$ cat src/rtl/regfile_dp.sv
// -----------------------------------------------------------------------------
// regfile_dp
// Parametrised register file with two read ports and one write port. It sits
// between the operand register (OR2), the ALU result bus and the ALU input
// latches.
//
// The write data source is selected combinationally by wr_src:
//   00 OR2, 01 ALU_IN, 10 imm_in, 11 mem[wr_addr] +1/-1 (chosen by inc_dir).
// Both read ports are registered, so reads have one cycle of latency.
// rd_valid marks the cycle after an accepted read. A read of the address
// being written in the same cycle returns the new write data (bypass).
// Out-of-range addresses, and register 0 when ZERO_REG=1, read as zero.
//
// Ports:
//   clk, rst              clock; asynchronous active-high reset
//   wr_en, wr_addr        write strobe and target register
//   wr_src, inc_dir       write data select; +1 / -1 for wr_src=11
//   OR2, ALU_IN, imm_in   write data sources
//   rd_en                 read strobe, shared by both ports
//   rd_addr_a, rd_addr_b  read addresses
//   dataout_A, dataout_B  registered read data
//   rd_valid              high the cycle after an accepted read
//   z_flag                last committed write data was zero
//   wr_err                one-cycle pulse for a write to an out-of-range address
// -----------------------------------------------------------------------------
module regfile_dp #(
  parameter int DATA_W   = 8,
  parameter int NUM_REGS = 8,
  parameter int ADDR_W   = 3,
  parameter int ZERO_REG = 0
) (
  input  logic              clk,
  input  logic              rst,
  input  logic              wr_en,
  input  logic [ADDR_W-1:0] wr_addr,
  input  logic [1:0]        wr_src,
  input  logic              inc_dir,
  input  logic [DATA_W-1:0] OR2,
  input  logic [DATA_W-1:0] ALU_IN,
  input  logic [DATA_W-1:0] imm_in,
  input  logic              rd_en,
  input  logic [ADDR_W-1:0] rd_addr_a,
  input  logic [ADDR_W-1:0] rd_addr_b,
  output logic [DATA_W-1:0] dataout_A,
  output logic [DATA_W-1:0] dataout_B,
  output logic              rd_valid,
  output logic              z_flag,
  output logic              wr_err
);

  // The whole address space is decoded. Slots that have no physical register
  // (beyond NUM_REGS, or a hardwired register 0) are tied to zero. Reads then
  // need no separate range check.
  localparam int DEPTH = 1 << ADDR_W;

  logic [DATA_W-1:0] mem_q [DEPTH];

  logic              wr_in_range;
  logic              wr_blocked;
  logic              wr_commit;
  logic [DATA_W-1:0] wr_old;
  logic [DATA_W-1:0] wr_data;
  logic [DATA_W-1:0] rd_a_next;
  logic [DATA_W-1:0] rd_b_next;

  logic [DATA_W-1:0] dataout_a_reg;
  logic [DATA_W-1:0] dataout_b_reg;
  logic              rd_valid_reg;
  logic              z_flag_reg;
  logic              wr_err_reg;

  // The compare is one bit wider, so NUM_REGS == 2**ADDR_W is representable.
  assign wr_in_range = ({1'b0, wr_addr} < (ADDR_W+1)'(NUM_REGS));
  // A write to a hardwired register 0 is silently dropped. It is not an error.
  assign wr_blocked  = (ZERO_REG != 0) && (wr_addr == '0);
  assign wr_commit   = wr_en && wr_in_range && !wr_blocked;

  // wr_old is the current contents of the write target, for in-place inc/dec.
  assign wr_old = mem_q[wr_addr];

  always_comb begin
    wr_data = OR2;
    case (wr_src)
      2'b00:   wr_data = OR2;
      2'b01:   wr_data = ALU_IN;
      2'b10:   wr_data = imm_in;
      default: wr_data = inc_dir ? (wr_old - DATA_W'(1)) : (wr_old + DATA_W'(1));
    endcase
  end

  // Register storage. Each slot is its own register with async reset.
  generate
    for (genvar gi = 0; gi < DEPTH; gi++) begin : g_slot
      if ((gi < NUM_REGS) && !((ZERO_REG != 0) && (gi == 0))) begin : g_reg
        logic [DATA_W-1:0] r_reg;
        always_ff @(posedge clk or posedge rst) begin
          if (rst) begin
            r_reg <= '0;
          end else if (wr_commit && (wr_addr == ADDR_W'(gi))) begin
            r_reg <= wr_data;
          end
        end
        assign mem_q[gi] = r_reg;
      end else begin : g_const
        assign mem_q[gi] = '0;
      end
    end
  endgenerate

  // Bypass: wr_commit is never true for a dropped or out-of-range write. That
  // keeps hardwired and unimplemented slots reading as zero.
  assign rd_a_next = (wr_commit && (rd_addr_a == wr_addr)) ? wr_data : mem_q[rd_addr_a];
  assign rd_b_next = (wr_commit && (rd_addr_b == wr_addr)) ? wr_data : mem_q[rd_addr_b];

  always_ff @(posedge clk or posedge rst) begin
    if (rst) begin
      dataout_a_reg <= '0;
      dataout_b_reg <= '0;
      rd_valid_reg  <= 1'b0;
      z_flag_reg    <= 1'b0;
      wr_err_reg    <= 1'b0;
    end else begin
      rd_valid_reg <= rd_en;
      if (rd_en) begin
        dataout_a_reg <= rd_a_next;
        dataout_b_reg <= rd_b_next;
      end
      wr_err_reg <= wr_en && !wr_in_range;
      if (wr_commit) begin
        z_flag_reg <= (wr_data == '0);
      end
    end
  end

  assign dataout_A = dataout_a_reg;
  assign dataout_B = dataout_b_reg;
  assign rd_valid  = rd_valid_reg;
  assign z_flag    = z_flag_reg;
  assign wr_err    = wr_err_reg;

endmodule
$ cat config.mk
export PLATFORM = sky130hd
export DESIGN_NAME = regfile_dp
export DESIGN_NICKNAME = d
export VERILOG_FILES = /design/src/rtl/regfile_dp.sv
export SDC_FILE = /design/constraint.sdc
export NUM_CORES = 1
export LEC_CHECK = 0
export CORE_MARGIN = 5
export CORE_UTILIZATION = 26
export CTS_CLUSTER_DIAMETER = 100
export DETAILED_ROUTE_END_ITERATION = 10
export GPL_ROUTABILITY_DRIVEN = 0
export SLEW_MARGIN = 25
export SYNTH_ARGS = -nofsm -noshare
export SYNTH_HDL_FRONTEND = slang
export SYNTH_SLANG_ARGS = --single-unit
$ cat constraint.sdc
create_clock -name clk -period 3.4 [get_ports clk]
set_input_delay 0.68 -clock clk [delete_from_list [all_inputs] [get_ports clk]]
set_output_delay 0.68 -clock clk [all_outputs]
set_load 0.02 [all_outputs]
==> metrics.yaml, run 1 <==
outcome: "finished, final reports clean"
final_cell_mix: "nand2_1 (91), dfrtp_1 (82), o21ai_0 (74)"
period_needed_ns: 3.15
die_x_um: 152
setup_violations: 0
cts-root-buf: "clkbuf_16"
drtIter0Drc: 317
yosysSeqAreaShare: 0.394
hold_class: "reg -> reg"
io_buffers: 57
hold_violations: 0
cp.arrival_ns: 3.38
period_share: 0.926
routed_wl_um: 15200
cts_buffer_depth: 2
via_per_inst: 4.99
ctsHoldBuffers: 0
syn_area_um2: 5210
endpoint: "dataout_A[5]"
crit_required_ns: 3.63
cp-startpoint: "wr_addr[0]"
p_leak_nw: 2.85
rsz0062_at_grt: "no"
wire_per_inst_um: 18.5
rr_startpoint: "g_slot[3].g_reg.r_reg[3]"
worstSkewPairLatency_ns: 0.34
cpPeakStageDelay_ns: 0.30
ir_drop_mv: 0.217
grt_pass1_vias: 4297
final_common_cell: "nand2_1"
synth_seq_cells: 82
core_area_um2: 19600
fp.dieArea_um2: 23000
synth_area_per_cell_um2: 11.0
power_mw: 3.90
r2r-end: "dataout_A[5]"
clk_pin_slew_ns: 0.06
critical_path_class: "in -> reg"
multi_input_area_um2: 2970
seqCellArea_um2: 2050
place_area_um2: 6370
num_io_pins: 59
nNetsFinal: 604
vias: 4122
power_density_nw_per_um2: 579
crit_slowest_cell: "mux4_2"
grt_remaining_overflow: 0
worstSetupEndpointType: "flip-flop"
drive_gt1_frac: 0.294
netlist_instances: 475
cpMostUsedCell: "buf_4"
num_rows: 51
initial_core_util: 0.266
holdWs_ns: 0.506
largest_reg_flops: 64
track_usage: 0.139
tightest_slew_ns: 0.793
timing.fmax_mhz: 318
fp.dieH_um: 152
area_delta_synth_final_pct: 29.4
syn-num-nets: 522
cp-start-kind: "input pin"
yosys_warnings: 0
antenna_left: 0
fill_cells: 1934
clock_sinks: 82
cts_tree: "done"
grt_max_degree: 54
final_area_um2: 6740
antenna_cells: 0
place_hpwl_um: 11100
antenna_found_initial: 0
cp_cell_sequence: "clkbuf_2 -> bufbuf_16 -> buf_4 -> mux4_2 -> mux2i_2 -> inv_1 -> ha_1 -> a21oi_2 -> o21bai_1 -> a21oi_1 -> o21ai_2 -> xor2_1 -> a31oi_1 -> buf_4 -> o21ai_0 -> mux2_2"
reg2reg_depth: 12
maxCapViolations: 0
fin_setup_tns_ns: 0
cp_max_fo: 5
slew_viol_final: 0
finClkSkew_ns: 0.00336
slew_headroom: 0.470
drc_errors: 0
yosysUniqueCellTypes: 43
grt_pass1_wl_um: 24200
rrSetupSlack_ns: 0.52
dr.pass1.iters: 4
cts_made_buffers: 9
htreeDepth: 3
-- layout make-up --
type,instances,share of cell area
Sequential cell,82,0.304
Clock inverter,3,0.00594
Multi-Input combinational cell,343,0.441
Inverter,7,0.00408
Clock buffer,12,0.0366
Timing Repair Buffer,114,0.159
Tap cell,265,0.0492
-- how the worst min path moves through the flow --
stage / start / to / slack, ns / depth (start not counted)
floorplan: g_slot[6].g_reg.r_reg[7] / g_slot[6].g_reg.r_reg[7] / 0.48 / 2
global placement: dataout_A[7] / dataout_A[7] / 0.49 / 2
detailed placement: dataout_B[0] / dataout_B[0] / 0.50 / 1
CTS: dataout_B[0] / dataout_B[0] / 0.51 / 1
global route: dataout_B[2] / dataout_B[2] / 0.53 / 1
finish: dataout_A[6] / dataout_A[6] / 0.51 / 1
-- synth_stat cells --
library cell | n | area (um^2)
o221ai_2 | 1 | 15.0
nand2b_1 | 3 | 18.8
a31oi_1 | 2 | 12.5
nand3_1 | 5 | 25.0
dfrtp_1 | 82 | 2050
nand3b_1 | 3 | 22.5
o221ai_1 | 3 | 26.3
clkbuf_1 | 16 | 60.1
a211o_1 | 4 | 35.0
mux2i_1 | 13 | 130
o211ai_2 | 1 | 12.5
inv_1 | 7 | 26.3
xor2_1 | 2 | 17.5
and4_1 | 2 | 17.5
a31o_1 | 1 | 8.76
mux2_4 | 1 | 15.0
nand4_1 | 4 | 25.0
buf_6 | 2 | 22.5
buf_2 | 13 | 65.1
conb_1 | 1 | 3.75
fa_1 | 1 | 20.0
buf_4 | 3 | 22.5
nor2b_1 | 8 | 50.1
a21o_1 | 2 | 15.0
mux4_2 | 44 | 991
clkbuf_2 | 2 | 10.0
o21bai_1 | 1 | 7.51
o2111ai_1 | 2 | 17.5
ha_1 | 6 | 75.1
o311ai_4 | 1 | 26.3
nor2_1 | 3 | 11.3
buf_1 | 7 | 26.3
a21oi_1 | 5 | 25.0
o21ai_2 | 2 | 17.5
o21ai_0 | 77 | 385
o22ai_1 | 2 | 12.5
mux2_2 | 35 | 394
o22a_1 | 1 | 8.76
xnor2_1 | 11 | 96.3
o21ai_1 | 3 | 15.0
nand4_4 | 1 | 21.3
nand2_1 | 91 | 342
o311ai_1 | 1 | 8.76
-- report_power, final --
part	leakage [nW]	switching, mW	total [mW]	internal (mW)
combinational	1.68	0.658	1.48	0.825
sequential	1.03	0.233	1.47	1.23
clock	0.142	0.373	0.956	0.582
-- through the flow --
stage          instances  setup WS (ns)  utilization
2_1_floorplan        475        -0.0663            -
3_3_place_gp         806         -0.499        0.325
3_5_place_dp         806         -0.493        0.325
4_1_cts              826        0.00821        0.344
5_1_grt              826          0.110        0.344
6_report             826          0.250        0.344
-- what timing repair did --
| action | in CTS | in global routing |
|---|---|---|
| endpoints found under the setup margin | 31 | 35 |
| buffers inserted | 3 | 0 |
| gates cloned | 2 | 0 |
| resized for setup | 7 | 3 |
| pin swaps | 5 | 0 |
-- metal layers --
metal / routed length, um / GRT usage / share of wire / vias up
met2: 7750 / 0.238 / 0.51 / 127
met4: 495 / 0.0629 / 0.032 / 0
li1: - / - / - / 1910
met3: 901 / 0.0202 / 0.059 / 33
met1: 6100 / 0.173 / 0.40 / 2052
met5: 0 / 0 / 0 / -
-- worst max-delay path, delay by kind of cell --
kind / cells / cell delay (ns)
AO/OA/AOI/OAI: 6 / 0.75
XOR/XNOR: 1 / 0.15
adder cells (fa/ha/maj): 1 / 0.19
buffers and inverters: 5 / 0.80
multiplexers: 3 / 0.79
-- cells by family (layout without fill, tap and decap cells) --
logic type                 count (synthesis)  in the layout  synth area share
AOI/OAI and AO/OA                        109            109             0.125
xor gates and xnor gates                  13             13            0.0219
adders and majority gates                  7              7            0.0183
buffers and inverters                     50            136            0.0447
DFF                                       82             82             0.394
muxes                                     93             93             0.294
other                                      1              1          0.000720
and+or+nand+nor                          120            120             0.102
No activity file was read; power rests on OpenSTA's default activity.
==> inputs of run 2 (changes only) <==
Settings changed: ABC_AREA from default to 1, SKIP_LAST_GASP from default to 1.
==> metrics.yaml, run 2 <==
initial_core_util: 0.264  # -0.00210
ir_drop_mv: 0.255  # +18%
io_buffers: 57  # unchanged
num_rows: 52  # +2.0%
final_area_um2: 7080  # +4.9%
cts-root-buf: "clkbuf_16"
grt_pass1_vias: 5450  # +27%
yosysUniqueCellTypes: 48  # +12%
die_x_um: 153  # +1.1%
largest_reg_flops: 64  # unchanged
finClkSkew_ns: 0.00814  # +0.00478 ns
antenna_cells: 0  # unchanged
cp.arrival_ns: 3.42  # +0.04 ns
synth_top_area_share: 0.384  # -0.00951
grt_max_degree: 40  # -26%
async_flop_share: 1.00  # unchanged
fp.dieArea_um2: 23500  # +2.3%
dp.cells: 1111  # +38%
cp-start-kind: "input pin"
num_io_pins: 59  # unchanged
yosys_warnings: 0  # unchanged
period_share: 0.926  # about the same
wire_per_inst_um: 17.7  # -4.2%
syn-num-nets: 793  # +52%
drive_gt1_frac: 0.146  # -0.148
drtIter0Drc: 581  # +83%
timing.fmax_mhz: 318  # about the same
synthTopCellsByCount: "nand2_1 (163), o21ai_0 (141), dfrtp_1 (82), a21oi_1 (70), inv_1 (65)"
yosysSeqAreaShare: 0.384  # -0.00951
htreeDepth: 3  # unchanged
routed_wl_um: 20000  # +31%
cp_max_fo: 7  # +2
nNetsFinal: 904  # +50%
area_delta_synth_final_pct: 32.5
instances_no_fill: 1131  # +37%
yosysMostFrequentCell: "nand2_1"
antenna_found_initial: 0  # unchanged
drc_errors: 0  # unchanged
grt_pass1_wl_um: 31400  # +30%
synth_seq_cells: 82  # unchanged
hold_violations: 0  # unchanged
cts_made_buffers: 9  # unchanged
ys_top_cells_by_area: "dfrtp_1 (38%), o21ai_0 (13%), nand2_1 (11%)"
slew_viol_final: 0  # unchanged
netlist_instances: 746  # +57%
worstSkewPairLatency_ns: 0.35  # about the same
cts_buffer_depth: 2  # unchanged
power_density_nw_per_um2: 522  # -9.9%
dr.pass1.iters: 5  # +1
fill_cells: 2142  # +11%
via_per_inst: 5.07  # +1.6%
grt_remaining_overflow: 0  # unchanged
hold_class: "reg -> reg"
outcome: "finished, final reports clean"
place_area_um2: 6650  # +4.3%
clk_pin_slew_ns: 0.06  # about the same
holdWs_ns: 0.484  # -0.0217 ns
fp.dieH_um: 153  # +1.1%
critical_path_class: "in -> reg"
final_common_cell: "nand2_1"
antenna_left: 0  # unchanged
synth-main-ff-cell: "dfrtp_1"
slew_headroom: 0.535  # +0.0649
power_mw: 3.69  # -5.4%
track_usage: 0.169  # +0.0307
clock_sinks: 82  # unchanged
cts_tree: "done"
fin_util: 0.350  # +0.00549
p_leak_nw: 3.12  # +9.2%
rsz0062_at_grt: "no"
syn_area_um2: 5340  # +2.5%
tightest_slew_ns: 0.698  # -0.0948 ns
synth_area_per_cell_um2: 7.16  # -35%
worstSetupEndpointType: "flip-flop"
crit_required_ns: 3.67  # +0.04 ns
synth_edf_count: 0  # unchanged
place_hpwl_um: 14900  # +35%
setup_violations: 0  # unchanged
final_cell_mix: "nand2_1 (161), o21ai_0 (139), dfrtp_1 (82)"
period_needed_ns: 3.15  # -0.00251 ns
yosysTopAreaCell: "dfrtp_1"
maxCapViolations: 0  # unchanged
core_area_um2: 20200  # +3.3%
vias: 5737  # +39%
[run 2: cell count changes after synthesis, moves of 23 or more]
cell / previous run / this run
nand2_1: 91 / 163
a21oi_1: 5 / 70
o21ai_0: 77 / 141
inv_1: 7 / 65
nor2_1: 3 / 56
mux4_2: 44 / 0
mux2_2: 35 / 0
nand3_1: 5 / 28
[run 2: area by class of cell]
type | instances | area [um^2] | area share
clock inverter | 5 | 103 | 0.0145
clock buffer | 10 | 239 | 0.0338
inverter | 81 | 327 | 0.0462
multi-input combinational | 556 | 2880 | 0.407
tap | 270 | 338 | 0.0477
sequential | 82 | 2050 | 0.290
timing repair buffer | 127 | 1130 | 0.160
[run 2: repair_timing]
item                                    4_1_cts  5_1_grt
gates resized for setup                       1       13
pin swaps                                     0        2
hold buffers                                  0        0
endpoints found under the hold margin         0        0
gates cloned                                  0        1
endpoints found under the setup margin       10       43
buffers inserted                              0        4
[run 2: path summary, 6_finish.rpt]
kind / from / to / slack, ns / cells after the start
max in group asynchronous: rst / g_slot[6].g_reg.r_reg[3] / 2.04 / 3
max: wr_addr[1] / g_slot[4].g_reg.r_reg[4] / 0.25 / 19
min: dataout_B[7] / dataout_B[7] / 0.48 / 2
max reg2reg: g_slot[6].g_reg.r_reg[2] / g_slot[4].g_reg.r_reg[4] / 0.87 / 14
min in group asynchronous: rst / g_slot[0].g_reg.r_reg[5] / 0.65 / 2
min reg2reg: dataout_B[7] / dataout_B[7] / 0.48 / 2
[run 2: per-stage QoR]
| step | setup TNS [ns] | setup slack (ns) |
|---|---|---|
| after global routing | 0 | 0.0423 |
| after CTS | 0 | 0.0209 |
| final | 0 | 0.253 |
| after global placement | -14.88 | -0.379 |
| after detailed placement | -16.67 | -0.422 |
| after floorplan | 0 | 0.375 |
[run 2: metal layers]
| metal | vias up | GRT usage | share of wire |
|---|---|---|---|
| met1 | 2704 | 0.225 | 0.42 |
| met2 | 219 | 0.276 | 0.49 |
| met5 | - | 0 | 0 |
| met3 | 35 | 0.0328 | 0.060 |
| li1 | 2779 | - | - |
| met4 | 0 | 0.0573 | 0.030 |
[run 2: power by group]
group / internal (mW) / switching [mW] / total (mW) / leakage, nW
Clock: 0.732 / 0.417 / 1.15 / 0.165
Combinational: 0.485 / 0.678 / 1.16 / 1.94
Sequential: 1.19 / 0.195 / 1.38 / 1.01
Total: 2.40 / 1.29 / 3.69 / 3.12
[run 2: cells by family (layout without fill, tap and decap cells)]
logic type | count (synthesis) | count (layout) | synth area share
compound gates | 275 | 275 | 0.292
simple gates | 268 | 269 | 0.214
flops | 82 | 82 | 0.384
buf+inv | 109 | 223 | 0.0846
other cells | 1 | 1 | 0.000702
xor+xnor | 4 | 4 | 0.00656
fa+ha+maj | 7 | 7 | 0.0178
[run 2: critical path, cell delays in order]
cell and delay, ns:
dlygate4sd2_1 0.32, buf_4 0.20, nand2_4 0.08, clkinvlp_4 0.13
buf_4 0.16, nand2_1 0.06, o2111ai_1 0.10, nand2_1 0.09
o21ai_0 0.10, ha_1 0.32, buf_4 0.16, buf_4 0.13
nand3_1 0.07, nand3_1 0.08, xnor2_1 0.14, a21boi_2 0.16
buf_4 0.20, inv_1 0.10, o21ai_0 0.14
==> inputs of run 3 (changes only) <==
Settings changed: CELL_PAD_IN_SITES_DETAIL_PLACEMENT from default to 1, CELL_PAD_IN_SITES_GLOBAL_PLACEMENT from default to 2, MAX_ROUTING_LAYER from default to met4, PLACE_DENSITY_LB_ADDON from default to 0.1, SKIP_CTS_REPAIR_TIMING from default to 1.
==> metrics.yaml, run 3 (same netlist as run 2, synthesis figures left out) <==
fill_cells: 2529  # +18%
cp_cell_sequence: "dlymetal6s2s_1 -> buf_4 -> nand2_4 -> buf_4 -> o22ai_1 -> a221oi_1 -> o21ai_0 -> ha_1 -> nand2_1 -> o21ai_0 -> o21bai_2 -> xor2_1 -> nand2_1 -> nand2_4 -> a21oi_1 -> nor2_1"
crit_required_ns: 3.63  # -0.04 ns
rsz0062_at_grt: "no"
setup_violations: 0  # unchanged
cpPeakStageDelay_ns: 0.43  # +0.11 ns
antenna_found_initial: 0  # unchanged
p_leak_nw: 3.08  # -1.1%
htreeDepth: 3  # unchanged
dr.pass1.iters: 5  # unchanged
worstSkewPairLatency_ns: 0.35  # about the same
grt_pass1_wl_um: 37400  # +19%
cp_max_fo: 9  # +2
finClkSkew_ns: 0.00565  # -0.00249 ns
grt_remaining_overflow: 0  # unchanged
core_area_um2: 20200  # unchanged
crit_slowest_cell: "o21ai_0"
fin_util: 0.344  # -0.00544
place_area_um2: 6660  # +0.15%
p_clk_frac: 0.266  # -0.045
num_io_pins: 59  # unchanged
critical_path_class: "in -> reg"
drtIter0Drc: 275  # -53%
hold_violations: 0  # unchanged
cp-start-kind: "input pin"
slew_headroom: 0.522  # -0.0122
routed_wl_um: 24100  # +21%
track_usage: 0.213  # +0.0435
critPathTopFamily: "compound AO/OA/AOI/OAI gates"
ir_drop_mv: 0.229  # -10%
pre_cts_slack_ns: -0.622  # -0.201 ns
multi_input_area_um2: 2860  # -0.91%
grtUsageMet3: 0.0314  # -0.00141
via_per_inst: 5.16  # +1.7%
fp.dieH_um: 153  # unchanged
fin_setup_tns_ns: 0  # unchanged
initial_core_util: 0.264  # unchanged
final_cell_mix: "nand2_1 (162), o21ai_0 (141), dfrtp_1 (82)"
swShare: 0.376  # +0.0269
worst-path-buf-inv: 3  # -5
power_frac_seq: 0.394  # +0.020
antenna_cells: 0  # unchanged
grt_pass1_vias: 6181  # +13%
holdWs_ns: 0.484  # +0.000219 ns
period_share: 0.924  # -0.00138
die_x_um: 153  # unchanged
tightest_slew_ns: 0.716  # +0.0183 ns
cts_buffer_depth: 2  # unchanged
io_buffers: 57  # unchanged
p_int_mw: 2.17  # -9.6%
switchingPower_mw: 1.31  # +1.5%
cts_made_buffers: 9  # unchanged
timing.fmax_mhz: 318  # +0.15%
met2_usage: 0.346  # +0.0705
vias: 5830  # +1.6%
grt_max_degree: 40  # unchanged
comb_power_share: 0.341  # +0.026
fp.dieArea_um2: 23500  # unchanged
power_mw: 3.48  # -5.8%
drc_errors: 0  # unchanged
antenna_left: 0  # unchanged
cp.arrival_ns: 3.38  # -0.04 ns
worst_slack_ns: 0.258  # +0.00468 ns
largest_reg_flops: 64  # unchanged
cts-root-buf: "clkbuf_16"
dp.cells: 1114  # +0.27%
place_hpwl_um: 18400  # +23%
final_area_um2: 6970  # -1.6%
final_common_cell: "nand2_1"
wire_per_inst_um: 21.4  # +21%
instances_no_fill: 1130  # -0.088%
hold_class: "reg -> reg"
cts_tree: "done"
power_density_nw_per_um2: 500  # -4.3%
drive_gt1_frac: 0.142  # -0.00448
nNetsFinal: 903  # -0.11%
slew_viol_final: 0  # unchanged
seqCellArea_um2: 2050  # unchanged
period_needed_ns: 3.14  # -0.00468 ns
busiest_layer: "met2"
outcome: "finished, final reports clean"
worstSetupEndpointType: "flip-flop"
area_delta_synth_final_pct: 30.5
gr-usage-met1: 0.269  # +0.0431
num_rows: 52  # unchanged
clock_sinks: 82  # unchanged
clk_pin_slew_ns: 0.06  # about the same
maxCapViolations: 0  # unchanged
run 3: final cells by class:
class                   count  share of cell area
clock buffers              10              0.0343
clock inverters             5             0.00449
inverters                  81              0.0463
multi-input cells         555               0.410
flip-flops and latches     82               0.295
well taps                 270              0.0485
repair buffers            127               0.162
run 3: path summary, 6_finish.rpt:
check | from | cells past startpoint | slack [ns] | to
worst max-delay path | wr_addr[0] | 16 | 0.26 | dataout_B[5]
worst min register to register | dataout_B[6] | 2 | 0.48 | dataout_B[6]
worst max register to register | g_slot[5].g_reg.r_reg[3] | 13 | 0.71 | dataout_B[5]
worst min-delay path | dataout_B[6] | 2 | 0.48 | dataout_B[6]
min in group asynchronous | rst | 2 | 0.75 | g_slot[0].g_reg.r_reg[7]
max in group asynchronous | rst | 3 | 1.99 | dataout_A[1]
run 3: worst min-delay path: cells and delay by family, from the launching register on:
kind	cells	cell delay [ns]
compound gates	1	0.06
flops	1	0.34
simple gates	1	0.05
run 3: power by group through the flow:
stage	registers, mW	logic (mW)	clock network (mW)
6_report	1.37	1.19	0.925
5_1_grt	1.40	1.32	0.998
4_1_cts	1.37	1.19	0.958
3_5_place_dp	1.38	1.19	0
3_3_place_gp	1.38	1.16	0
2_1_floorplan	1.36	0.658	0
run 3: metal layers:
metal  wire length, um  up-vias  part of all wire
met2             11800      143              0.49
met3               893       36             0.037
met5                 0        -                 0
li1                  -     2766                 -
met1             10700     2885              0.44
met4               765        0             0.032
